File: src/rtl/gray_step_monitor.sv
// gray_step_monitor: decodes a sampled Gray code to binary. It checks that each
// valid sample is one count (mod 2^CBITS) ahead of the previous one. Lock is
// acquired after LOCK_N good steps. While locked, a bad step produces a pulse on
// step_err and is added to a saturating error count.
module gray_step_monitor #(
    parameter int CBITS  = 8,
    parameter int LOCK_N = 4,
    parameter int ECW    = 8
) (
    input  logic             clk,
    input  logic             rst_n,
    input  logic [CBITS-1:0] gray_in,
    input  logic             gray_vld,
    input  logic             clr_err,
    output logic [CBITS-1:0] bin_out,
    output logic             bin_vld,
    output logic             locked,
    output logic             wrap,
    output logic             step_err,
    output logic             err_sticky,
    output logic [ECW-1:0]   err_cnt
);

    typedef enum logic [1:0] {
        IDLE,
        LOCK,
        TRACK
    } state_t;

    localparam logic [3:0] LOCK_TGT = 4'(LOCK_N);

    state_t           state, state_nx;
    logic [3:0]       good_cnt, good_cnt_nx, good_inc;
    logic [CBITS-1:0] prev, prev_nx;
    logic [CBITS-1:0] dec;
    logic [CBITS-1:0] bin_out_nx;
    logic             bin_vld_nx, wrap_nx, step_err_nx, err_sticky_nx;
    logic [ECW-1:0]   err_cnt_nx;
    logic             is_good, is_hold;

    // Gray to binary: each bit is the XOR of all Gray bits at or above it
    always_comb begin
        dec = '0;
        dec[CBITS-1] = gray_in[CBITS-1];
        for (int unsigned i = 1; i < CBITS; i++) begin
            dec[CBITS-1-i] = dec[CBITS-i] ^ gray_in[CBITS-1-i];
        end
    end

    // Step classification, next-state and next-output logic
    always_comb begin
        state_nx      = state;
        good_cnt_nx   = good_cnt;
        prev_nx       = prev;
        bin_out_nx    = bin_out;
        bin_vld_nx    = 1'b0;
        wrap_nx       = 1'b0;
        step_err_nx   = 1'b0;
        err_sticky_nx = err_sticky;
        err_cnt_nx    = err_cnt;
        good_inc      = good_cnt + 4'd1;
        is_good       = (dec == prev + CBITS'(1));
        is_hold       = (dec == prev);

        if (gray_vld) begin
            bin_out_nx = dec;
            bin_vld_nx = 1'b1;
            prev_nx    = dec;
            case (state)
                IDLE: begin
                    state_nx    = LOCK;
                    good_cnt_nx = '0;
                end
                LOCK: begin
                    if (is_good) begin
                        wrap_nx     = (prev == '1);
                        good_cnt_nx = good_inc;
                        if (good_inc == LOCK_TGT) begin
                            state_nx = TRACK;
                        end
                    end else if (!is_hold) begin
                        good_cnt_nx = '0;
                    end
                end
                TRACK: begin
                    if (is_good) begin
                        wrap_nx = (prev == '1);
                    end else if (!is_hold) begin
                        step_err_nx = 1'b1;
                        state_nx    = LOCK;
                        good_cnt_nx = '0;
                    end
                end
                default: begin
                    state_nx    = IDLE;
                    good_cnt_nx = '0;
                end
            endcase
        end

        // A simultaneous step error takes priority over clr_err.
        if (step_err_nx) begin
            err_sticky_nx = 1'b1;
            if (clr_err) begin
                err_cnt_nx = ECW'(1);
            end else if (err_cnt != '1) begin
                err_cnt_nx = err_cnt + ECW'(1);
            end
        end else if (clr_err) begin
            err_sticky_nx = 1'b0;
            err_cnt_nx    = '0;
        end
    end

    // State and output registers with synchronous active-low reset
    always_ff @(posedge clk) begin
        if (!rst_n) begin
            state      <= IDLE;
            good_cnt   <= '0;
            prev       <= '0;
            bin_out    <= '0;
            bin_vld    <= 1'b0;
            wrap       <= 1'b0;
            step_err   <= 1'b0;
            err_sticky <= 1'b0;
            err_cnt    <= '0;
        end else begin
            state      <= state_nx;
            good_cnt   <= good_cnt_nx;
            prev       <= prev_nx;
            bin_out    <= bin_out_nx;
            bin_vld    <= bin_vld_nx;
            wrap       <= wrap_nx;
            step_err   <= step_err_nx;
            err_sticky <= err_sticky_nx;
            err_cnt    <= err_cnt_nx;
        end
    end

    // locked is a direct decode of the TRACK state
    always_comb begin
        locked = (state == TRACK);
    end

endmodule

File: config.mk
export PLATFORM = sky130hd
export DESIGN_NAME = gray_step_monitor
export DESIGN_NICKNAME = d
export VERILOG_FILES = /design/src/rtl/gray_step_monitor.sv
export SDC_FILE = /design/constraint.sdc
export NUM_CORES = 1
export LEC_CHECK = 0
export CAP_MARGIN = 20
export CORE_ASPECT_RATIO = 0.6
export CORE_MARGIN = 1.5
export CORE_UTILIZATION = 51
export DETAILED_ROUTE_END_ITERATION = 7
export HOLD_SLACK_MARGIN = 0.15
export PLACE_DENSITY = 0.75
export SLEW_MARGIN = 25
export SYNTH_ARGS = -nofsm -noshare
export SYNTH_HDL_FRONTEND = slang
export SYNTH_SLANG_ARGS = --single-unit
File: constraint.sdc
create_clock -name clk -period 4.2 [get_ports clk]
set_input_delay 1.26 -clock clk [delete_from_list [all_inputs] [get_ports clk]]
set_output_delay 1.26 -clock clk [all_outputs]
set_load 0.05 [all_outputs]
==> results of run 1 <==
==> cells in the mapped netlist (2+ instances only) <==
master and instances:
sky130_fd_sc_hd__or3_1 5, sky130_fd_sc_hd__o21ai_0 4, sky130_fd_sc_hd__o211ai_1 5, sky130_fd_sc_hd__a211o_1 2
sky130_fd_sc_hd__nor3b_1 2, sky130_fd_sc_hd__clkbuf_1 10, sky130_fd_sc_hd__ha_1 7, sky130_fd_sc_hd__nor4_1 3
sky130_fd_sc_hd__nor3_1 9, sky130_fd_sc_hd__dfxtp_1 26, sky130_fd_sc_hd__inv_1 8, sky130_fd_sc_hd__and4b_1 2
sky130_fd_sc_hd__mux2i_1 6, sky130_fd_sc_hd__nand4_1 3, sky130_fd_sc_hd__nand3_1 14, sky130_fd_sc_hd__a211oi_1 5
sky130_fd_sc_hd__nand2_1 18, sky130_fd_sc_hd__xnor2_2 2, sky130_fd_sc_hd__xor2_2 2, sky130_fd_sc_hd__a31oi_1 2
sky130_fd_sc_hd__a311oi_1 2, sky130_fd_sc_hd__nand2b_1 2, sky130_fd_sc_hd__nor2_1 21, sky130_fd_sc_hd__a41o_1 3
sky130_fd_sc_hd__a21oi_1 6, sky130_fd_sc_hd__o21ai_1 3, sky130_fd_sc_hd__xnor2_1 11, sky130_fd_sc_hd__nand3b_1 4
sky130_fd_sc_hd__and3_1 9, sky130_fd_sc_hd__nand4b_1 3, sky130_fd_sc_hd__xor2_1 4
==> cells by family after synthesis <==
group / synth area share (%)
AND/OR/NAND/NOR: 29.6
AO/OA/AOI/OAI: 16.5
flip-flops: 27.2
buffers and inverters: 4.57
multiplexers: 4.90
XOR/XNOR: 12.7
adder cells (fa/ha/maj): 4.57
==> flip-flops by register name, summed over array words and instances (netlist names) <==
signal	flops
err_cnt	8
wrap	1
err_sticky	1
bin_vld	1
state	2
step_err	1
good_cnt	4
prev	8
==> report_power, final <==
| part | total (uW) | leakage [uW] | internal (uW) | switching [uW] |
|---|---|---|---|---|
| Clock | 167 | 0.0000288 | 84.0 | 83.0 |
| Combinational | 264 | 0.000695 | 114 | 151 |
| Sequential | 281 | 0.000212 | 259 | 21.8 |
==> worst register-to-register path, delay by kind of cell, from the launching register on <==
family / cells / cell delay [ns]
buf+inv: 1 / 0.06
fa+ha+maj: 1 / 0.33
simple gates: 2 / 0.44
compound gates: 5 / 1.37
flops: 1 / 0.38
==> metal layers <==
| metal | track usage (%) | wire, um |
|---|---|---|
| met5 | 0 | 0 |
| met1 | 39.5 | 2480 |
| met4 | 5.65 | 33 |
| met3 | 5.45 | 277 |
| met2 | 30.5 | 1660 |
==> worst min-delay path by stage <==
stage                     startpoint    endpoint  slack (ns)  cells past startpoint
final                     err_sticky  err_sticky        0.50                      2
after global routing      err_sticky  err_sticky        0.55                      2
after CTS                 err_cnt[1]  err_cnt[1]        0.51                      2
after detailed placement  err_sticky  err_sticky        0.49                      2
after global placement    err_sticky  err_sticky        0.48                      2
after floorplan             state[0]    state[0]        0.47                      2
==> per-stage QoR <==
stage	util (%)	setup slack (ns)	area (um2)
finish	69.5	0.311	2380
global route	69.5	0.210	2380
CTS	69.5	0.325	2380
detailed placement	67.9	0.0368	2320
global placement	67.9	0.100	2320
floorplan	-	0.499	1910
==> cell type report <==
cell class,count,area share (%)
inverters,8,1.26
repair buffers,44,17.3
flip-flops and latches,26,21.9
multi-input cells,180,54.9
clock buffers,4,2.31
well taps,45,2.37
==> flow_summary.json, run 1 <==
{
  "cp-startpoint": "gray_in[4]",
  "grt_overflow_total": 0,
  "final-max-slew-violation-count": 0,
  "cp-start-kind": "input pin",
  "grt_pass1_wl_mm": 7.51,
  "crit_path_max_fanout": 10,
  "number_of_antenna_violations_at_the_first_check_in_global_routing": 0,
  "drt-pass1-iter-count": 4,
  "antenna_cells": 0,
  "post-layout-total-power_uw": 712,
  "synth.net_count": 246,
  "die_h_um": 50.5,
  "clkLatencyLatePin_ns": 0.28,
  "multiInputGateArea_um2": 1310,
  "slew_hr_pct": 64.6,
  "grt_pass1_vias": 1514,
  "post_synth_instance_area_um2": 1910,
  "drc_violation_total_after_the_first_tritonroute_iteration": 126,
  "start_util_pct": 55.9,
  "finalHoldViolCount": 0,
  "worst_r2r_startpoint": "prev[0]",
  "path_depth": 9,
  "critical_path.endpoint": "state[1]",
  "layout.area.seq_um2": 520,
  "final_cell_count_without_fillers": 307,
  "hold-worst-slack_ns": 0.499,
  "final_layout_size_suffix_gt1_share_pct": 10.7,
  "count_of_hold_buffers_inserted_by_post_cts_repair": 0,
  "critical-path-top-delay-family": "compound AO/OA/AOI/OAI gates",
  "max_stage_delay_ns": 0.55,
  "cts_buffers": 3,
  "h-tree-depth": 1,
  "buffer_depth_of_the_longest_clock_path": 2,
  "critical_path.n_buffers_inverters": 1,
  "worstPathCellList": "clkdlybuf4s50_1 > xnor2_2 > xnor3_2 > a211o_1 > a21o_1 > a211oi_4 > nor3_1 > o31a_1 > o211a_1",
  "synth.lib_cells_used.distinct": 55,
  "mean_instance_size_in_the_synthesized_netlist_um2": 8.43,
  "critical_path_arrival_ns": 4.07,
  "rsz0062_at_grt": "no",
  "synth.area.top_cells": "sky130_fd_sc_hd__dfxtp_1, sky130_fd_sc_hd__xnor2_1, sky130_fd_sc_hd__ha_1",
  "area_of_the_die_um2": 4140,
  "worst_setup_hold_path_clk_slew_ns": 0.09,
  "synth_top_cell_by_area": "sky130_fd_sc_hd__dfxtp_1",
  "regToRegEndpoint": "state[1]",
  "cap_violations": 0,
  "drcViolationCount": 0,
  "postSynthRegisterBits": 26,
  "placementRows": 16,
  "rr_worst_depth": 9,
  "most-common-layout-cells": "sky130_fd_sc_hd__clkdlybuf4s50_1, sky130_fd_sc_hd__dfxtp_1, sky130_fd_sc_hd__nor2_1",
  "ir_worst_vdd_mv": 0.166,
  "grt_max_degree": 20,
  "area_growth_syn_to_layout_pct": 24.2,
  "clock_tree_from_tritoncts": "built",
  "grt_util_all_layers_pct": 24.1,
  "timing.critical_path.to_type": "flop",
  "synth-warning-count": 0,
  "postSynth.asyncResetShare_pct": 0,
  "setup_tns_ns": 0,
  "fin_crit_ns": 3.89,
  "port_buffers": 32,
  "min_path_type": "flop to flop",
  "place.detailed.hpwl_mm": 3.36,
  "timing_worst_setup_path_type": "input pin to flop",
  "layout_worst_path_cycle_share_pct": 92.6,
  "detail_route.wl_per_cell_um": 14.5,
  "regToRegSetupSlack_ns": 1.53,
  "setup_viol_count_final": 0,
  "postCtsResizedCells": 0,
  "core_area_um2": 3420,
  "power_density_over_the_cells_nw_per_um2": 299,
  "total_leakage_power_uw": 0.000936,
  "placed_cells": 303,
  "floorplan.io_pins": 33,
  "max_freq_mhz": 257,
  "floorplan.die.width_um": 82.1,
  "design.final.nets": 282,
  "synth.top_cell.area_share_pct": 27.2,
  "filler_cells": 293,
  "cts_setup_buffers": 0,
  "layout_commonest_cell": "sky130_fd_sc_hd__clkdlybuf4s50_1",
  "antenna_left": 0,
  "via_per_inst": 5.68,
  "crit_path_top_delay_cell": "sky130_fd_sc_hd__xnor3_2",
  "synth.yosys.seq_area_share_pct": 27.2,
  "postSynth.topFlopCell": "sky130_fd_sc_hd__dfxtp_1",
  "cts.sinks": 26,
  "run_status": "finished clean",
  "timing.critical_path.required_ns": 4.38,
  "finClkSkew_ns": 0.00441,
  "gp_congestion": 0.907,
  "synth-edff-count": 0,
  "detail_route.wirelength_mm": 4.45,
  "worst-slew-pin-transition_ns": 0.529,
  "clock-root-buffer": "sky130_fd_sc_hd__clkbuf_8",
  "num_vias": 1744,
  "netlist_instances": 227
}
Note: power is estimated with default switching activity, not from simulation.
==> inputs of run 2 (changes only) <==
==> constraint.sdc (replaced) <==
create_clock -name clk -period 4.2 [get_ports clk]
set_input_delay 0.63 -clock clk [delete_from_list [all_inputs] [get_ports clk]]
set_output_delay 0.63 -clock clk [all_outputs]
set_load 0.05 [all_outputs]
==> run 2 against run 1 <==
Compared with the run above: count of clock-buffer cells in the layout decreased by 1; sequential power is essentially flat; worst hold slack better by 0.013 ns; clock skew rose by 0.0028 ns; clock power down 13%; die area did not move; flip-flop and latch count unchanged; non-clock buffer count is 9 lower; power down 4.3%.
==> flow_summary.json, run 2 (synthesis results as in run 1) <==
{
  "area_of_the_die_um2": 4140,
  "antenna_left": 0,
  "clock-root-buffer": "sky130_fd_sc_hd__clkbuf_8",
  "finalHoldViolCount": 0,
  "final-max-slew-violation-count": 0,
  "max_stage_delay_ns": 0.72,
  "floorplan.die.width_um": 82.1,
  "finClkSkew_ns": 0.00721,
  "detail_route.wirelength_mm": 4.47,
  "post_dp_cell_area_um2": 2260,
  "floorplan.io_pins": 33,
  "num_vias": 1749,
  "layout_worst_path_cycle_share_pct": 84.9,
  "place.detailed.hpwl_mm": 3.32,
  "crit_path_top_delay_cell": "sky130_fd_sc_hd__clkdlybuf4s50_1",
  "cts_buffers": 3,
  "worstPathCellList": "clkdlybuf4s50_1 > xor2_2 > xnor3_2 > xor2_2 > mux2i_4 > a2111oi_4 > nor3_2 > nor4bb_1 > nor3_1",
  "port_buffers": 32,
  "count_of_hold_buffers_inserted_by_post_cts_repair": 0,
  "gp_congestion": 0.851,
  "max_freq_mhz": 280,
  "rsz0062_at_grt": "no",
  "start_util_pct": 55.9,
  "drc_violation_total_after_the_first_tritonroute_iteration": 99,
  "slew_hr_pct": 58.4,
  "utilization_pct": 67.1,
  "critical_path_arrival_ns": 3.72,
  "power_density_over_the_cells_nw_per_um2": 297,
  "setup_viol_count_final": 0,
  "placementRows": 16,
  "clock_power_share_pct": 21.3,
  "grt_pass1_vias": 1371,
  "detail_route.wl_per_cell_um": 15.1,
  "worst-slew-pin-transition_ns": 0.623,
  "drt-pass1-iter-count": 4,
  "grt_util_all_layers_pct": 23.0,
  "netSwitchingFraction_pct": 36.9,
  "grt_pass1_wl_mm": 7.22,
  "fin_crit_ns": 3.57,
  "area_growth_syn_to_layout_pct": 20.0,
  "layout_commonest_cell": "sky130_fd_sc_hd__clkdlybuf4s50_1",
  "critical_path.most_common_cell": "sky130_fd_sc_hd__xor2_2",
  "clock_tree_from_tritoncts": "built",
  "cts_setup_buffers": 0,
  "final_layout_size_suffix_gt1_share_pct": 7.14,
  "drcViolationCount": 0,
  "antenna_cells": 0,
  "seqPwrFrac_pct": 41.2,
  "buffer_depth_of_the_longest_clock_path": 2,
  "run_status": "finished clean",
  "timing_worst_setup_path_type": "input pin to flop",
  "clkLatencyLatePin_ns": 0.27,
  "worst_setup_hold_path_clk_slew_ns": 0.10,
  "grt_overflow_total": 0,
  "comb_power_share_pct": 37.5,
  "filler_cells": 299,
  "h-tree-depth": 1,
  "multiInputGateArea_um2": 1310,
  "min_path_type": "flop to flop",
  "core_area_um2": 3420,
  "grt_max_degree": 20,
  "via_per_inst": 5.89,
  "setup_tns_ns": 0,
  "crit_path_max_fanout": 9,
  "timing.critical_path.required_ns": 4.35,
  "layout.area.seq_um2": 520,
  "switchingPower_uw": 252,
  "cap_violations": 0,
  "die_h_um": 50.5,
  "design.final.nets": 273,
  "post-layout-total-power_uw": 682,
  "most-common-layout-cells": "sky130_fd_sc_hd__clkdlybuf4s50_1, sky130_fd_sc_hd__dfxtp_1, sky130_fd_sc_hd__nor2_1",
  "ir_worst_vdd_mv": 0.161,
  "total_leakage_power_uw": 0.000884,
  "internal_power_uw": 430,
  "timing.critical_path.to_type": "flop",
  "cp-start-kind": "input pin",
  "postLayoutCellArea_um2": 2300,
  "reg_top3": "err_cnt: 8 flops, prev: 8 flops, good_cnt: 4 flops",
  "cts.sinks": 26,
  "number_of_antenna_violations_at_the_first_check_in_global_routing": 0,
  "postCtsResizedCells": 0
}
-- run 2: power by group through the flow --
stage | combinational (uW) | sequential, uW | clock [uW]
CTS | 255 | 280 | 149
global placement | 254 | 286 | 0
finish | 256 | 281 | 145
floorplan | 160 | 312 | 0
detailed placement | 254 | 286 | 0
global route | 275 | 283 | 160
-- run 2: stage by stage --
stage	instances	hold slack, ns	setup slack, ns
after floorplan	227	0.469	1.13
after global placement	294	0.476	0.467
after detailed placement	294	0.495	0.423
after CTS	297	0.510	0.686
after global routing	297	0.540	0.449
final	297	0.512	0.632
-- run 2: worst paths after layout --
kind,startpoint,endpoint,slack [ns],cells after the start
min reg2reg,state[0],state[0],0.51,2
max reg2reg,prev[2],err_cnt[7],1.42,8
min,state[0],state[0],0.51,2
max,gray_in[7],err_cnt[7],0.63,9
-- run 2: worst max-delay path: cells and delay by family --
kind,cells,cell delay (ns)
XOR/XNOR,3,1.10
AND/OR/NAND/NOR,3,0.87
buffers and inverters,1,0.72
multiplexers,1,0.31
AO/OA/AOI/OAI,1,0.09
-- run 2: routing by layer --
layer / share of wire [%] / vias to the layer above / global-route usage [%]
met4: 0.63 / 0 / 2.82
met5: 0 / - / 0
met3: 6.1 / 4 / 4.36
li1: - / 877 / -
met2: 37 / 59 / 27.6
met1: 56 / 809 / 40.5
-- run 2: area by class of cell --
cell class | instances | area share, %
Tap cell | 45 | 2.45
Inverter | 8 | 1.31
Timing Repair Buffer | 35 | 14.9
Clock buffer | 3 | 1.80
Sequential cell | 26 | 22.7
Multi-Input combinational cell | 180 | 56.9
==> inputs of run 3 (changes only) <==
Clock period 4.2 ns to 3.4 ns, I/O delays scaled along.
==> run 3 against run 2 <==
Compared with the run above: clock skew is 0.0051 ns lower; final area increased by 4.8%; sequential power is 23% higher; final cell count grew 4.7%; combinational power increased by 30%; largest power group unchanged; power is 30% higher.
==> flow_summary.json, run 3 (synthesis results as in run 1) <==
{
  "grt_pass1_vias": 1573,
  "critical_path_arrival_ns": 3.24,
  "final_cell_count_without_fillers": 311,
  "grt_util_all_layers_pct": 24.4,
  "drc_violation_total_after_the_first_tritonroute_iteration": 146,
  "reg_top3": "err_cnt: 8 flops, prev: 8 flops, good_cnt: 4 flops",
  "grt_max_degree": 20,
  "grt_pass1_wl_mm": 7.68,
  "cts_buffers": 3,
  "clkLatencyLatePin_ns": 0.27,
  "critical_path.n_buffers_inverters": 2,
  "maxUsedRoutingLayer": "met4",
  "detail_route.wirelength_mm": 4.61,
  "run_status": "finished clean",
  "area_growth_syn_to_layout_pct": 25.8,
  "drt-pass1-iter-count": 5,
  "slew_hr_pct": 65.9,
  "layout_worst_path_cycle_share_pct": 90.0,
  "gp_congestion": 0.908,
  "post-layout-total-power_uw": 885,
  "worstPathCellList": "clkdlybuf4s50_1 > xnor2_2 > xnor3_2 > a211o_1 > a21o_1 > a211oi_4 > buf_4 > nor3_1 > o31a_1 > o211a_1",
  "drcViolationCount": 0,
  "fin_crit_ns": 3.06,
  "port_buffers": 32,
  "via_per_inst": 5.94,
  "rsz0062_at_grt": "no",
  "final_layout_size_suffix_gt1_share_pct": 12.0,
  "critical-path-top-delay-family": "compound AO/OA/AOI/OAI gates",
  "cap_violations": 0,
  "antenna_cells": 0,
  "worst-slew-pin-transition_ns": 0.510,
  "final-max-slew-violation-count": 0,
  "antenna_left": 0,
  "worst_setup_hold_path_clk_slew_ns": 0.09,
  "met3_wirelength_um": 343,
  "detail_route.wl_per_cell_um": 14.8,
  "cp-start-kind": "input pin",
  "ir_worst_vdd_mv": 0.273,
  "drt-met1-wl_mm": 2.44,
  "setup_viol_count_final": 0,
  "floorplan.die.width_um": 82.1,
  "area_of_the_die_um2": 4140,
  "cts.sinks": 26,
  "floorplan.io_pins": 33,
  "max_stage_delay_ns": 0.55,
  "h-tree-depth": 1,
  "design.final.nets": 286,
  "setup_tns_ns": 0,
  "finalHoldViolCount": 0,
  "timing.critical_path.required_ns": 3.58,
  "total_leakage_power_uw": 0.000956,
  "max_freq_mhz": 327,
  "timing.critical_path.to_type": "flop",
  "start_util_pct": 55.9,
  "place.detailed.hpwl_mm": 3.54,
  "postCtsResizedCells": 0,
  "placed_cells": 307,
  "layout_commonest_cell": "sky130_fd_sc_hd__clkdlybuf4s50_1",
  "clock-root-buffer": "sky130_fd_sc_hd__clkbuf_8",
  "power_density_over_the_cells_nw_per_um2": 368,
  "finClkSkew_ns": 0.00212,
  "count_of_hold_buffers_inserted_by_post_cts_repair": 0,
  "min_path_type": "flop to flop",
  "crit_path_top_delay_cell": "sky130_fd_sc_hd__xnor3_2",
  "buffer_depth_of_the_longest_clock_path": 2,
  "timing_worst_setup_path_type": "input pin to flop",
  "placementRows": 16,
  "clock_tree_from_tritoncts": "built",
  "number_of_antenna_violations_at_the_first_check_in_global_routing": 0,
  "core_area_um2": 3420,
  "num_vias": 1848,
  "crit_path_max_fanout": 7,
  "cts_setup_buffers": 0,
  "regToRegSetupSlack_ns": 0.80,
  "grt_overflow_total": 0,
  "most-common-layout-cells": "sky130_fd_sc_hd__clkdlybuf4s50_1, sky130_fd_sc_hd__dfxtp_1, sky130_fd_sc_hd__nor2_1",
  "met2_wirelength_mm": 1.79,
  "die_h_um": 50.5
}
-- run 3: path summary, 6_finish.rpt --
path                      to  depth (start not counted)  startpoint
setup / recovery    state[1]                         10  gray_in[4]
hold / removal    err_sticky                          2  err_sticky
setup reg to reg    state[1]                         10     prev[0]
hold reg to reg   err_sticky                          2  err_sticky
-- run 3: per-stage QoR --
| step | setup WS, ns | hold WS [ns] | util, % | area [um2] |
|---|---|---|---|---|
| final | 0.339 | 0.493 | 70.4 | 2410 |
| after global routing | 0.162 | 0.548 | 70.4 | 2410 |
| after CTS | 0.332 | 0.500 | 70.4 | 2410 |
| after detailed placement | 0.0527 | 0.477 | 68.8 | 2350 |
| after global placement | 0.106 | 0.475 | 68.8 | 2350 |
| after floorplan | 0.449 | 0.469 | - | 1910 |
-- run 3: worst reg2reg max path: stages (launching register included) --
cell	delay, ns
sky130_fd_sc_hd__dfxtp_1	0.38
sky130_fd_sc_hd__ha_1	0.33
sky130_fd_sc_hd__inv_1	0.05
sky130_fd_sc_hd__or3_1	0.35
sky130_fd_sc_hd__a211o_1	0.29
sky130_fd_sc_hd__a21o_1	0.20
sky130_fd_sc_hd__a211oi_4	0.18
sky130_fd_sc_hd__buf_4	0.18
sky130_fd_sc_hd__nor3_1	0.05
sky130_fd_sc_hd__o31a_1	0.28
sky130_fd_sc_hd__o211a_1	0.21
-- run 3: area by class of cell --
| class | count | area (um2) |
|---|---|---|
| clock buffer | 4 | 55.1 |
| inverter | 8 | 30.0 |
| sequential | 26 | 520 |
| fill | 269 | 1010 |
| tap | 45 | 56.3 |
| multi-input combinational | 180 | 1310 |
| timing repair buffer | 48 | 440 |
-- run 3: per-layer routing --
| metal | vias up | GRT usage (%) |
|---|---|---|
| met5 | - | 0 |
| met4 | 0 | 5.08 |
| met3 | 5 | 5.27 |
| met2 | 74 | 31.3 |
| met1 | 862 | 39.9 |
| li1 | 907 | - |
-- run 3: power breakdown --
| part | leakage [uW] | internal [uW] | switching [uW] |
|---|---|---|---|
| combinational | 0.000715 | 144 | 190 |
| sequential | 0.000212 | 320 | 25.8 |
| clock | 0.0000288 | 104 | 102 |
| total | 0.000956 | 568 | 318 |
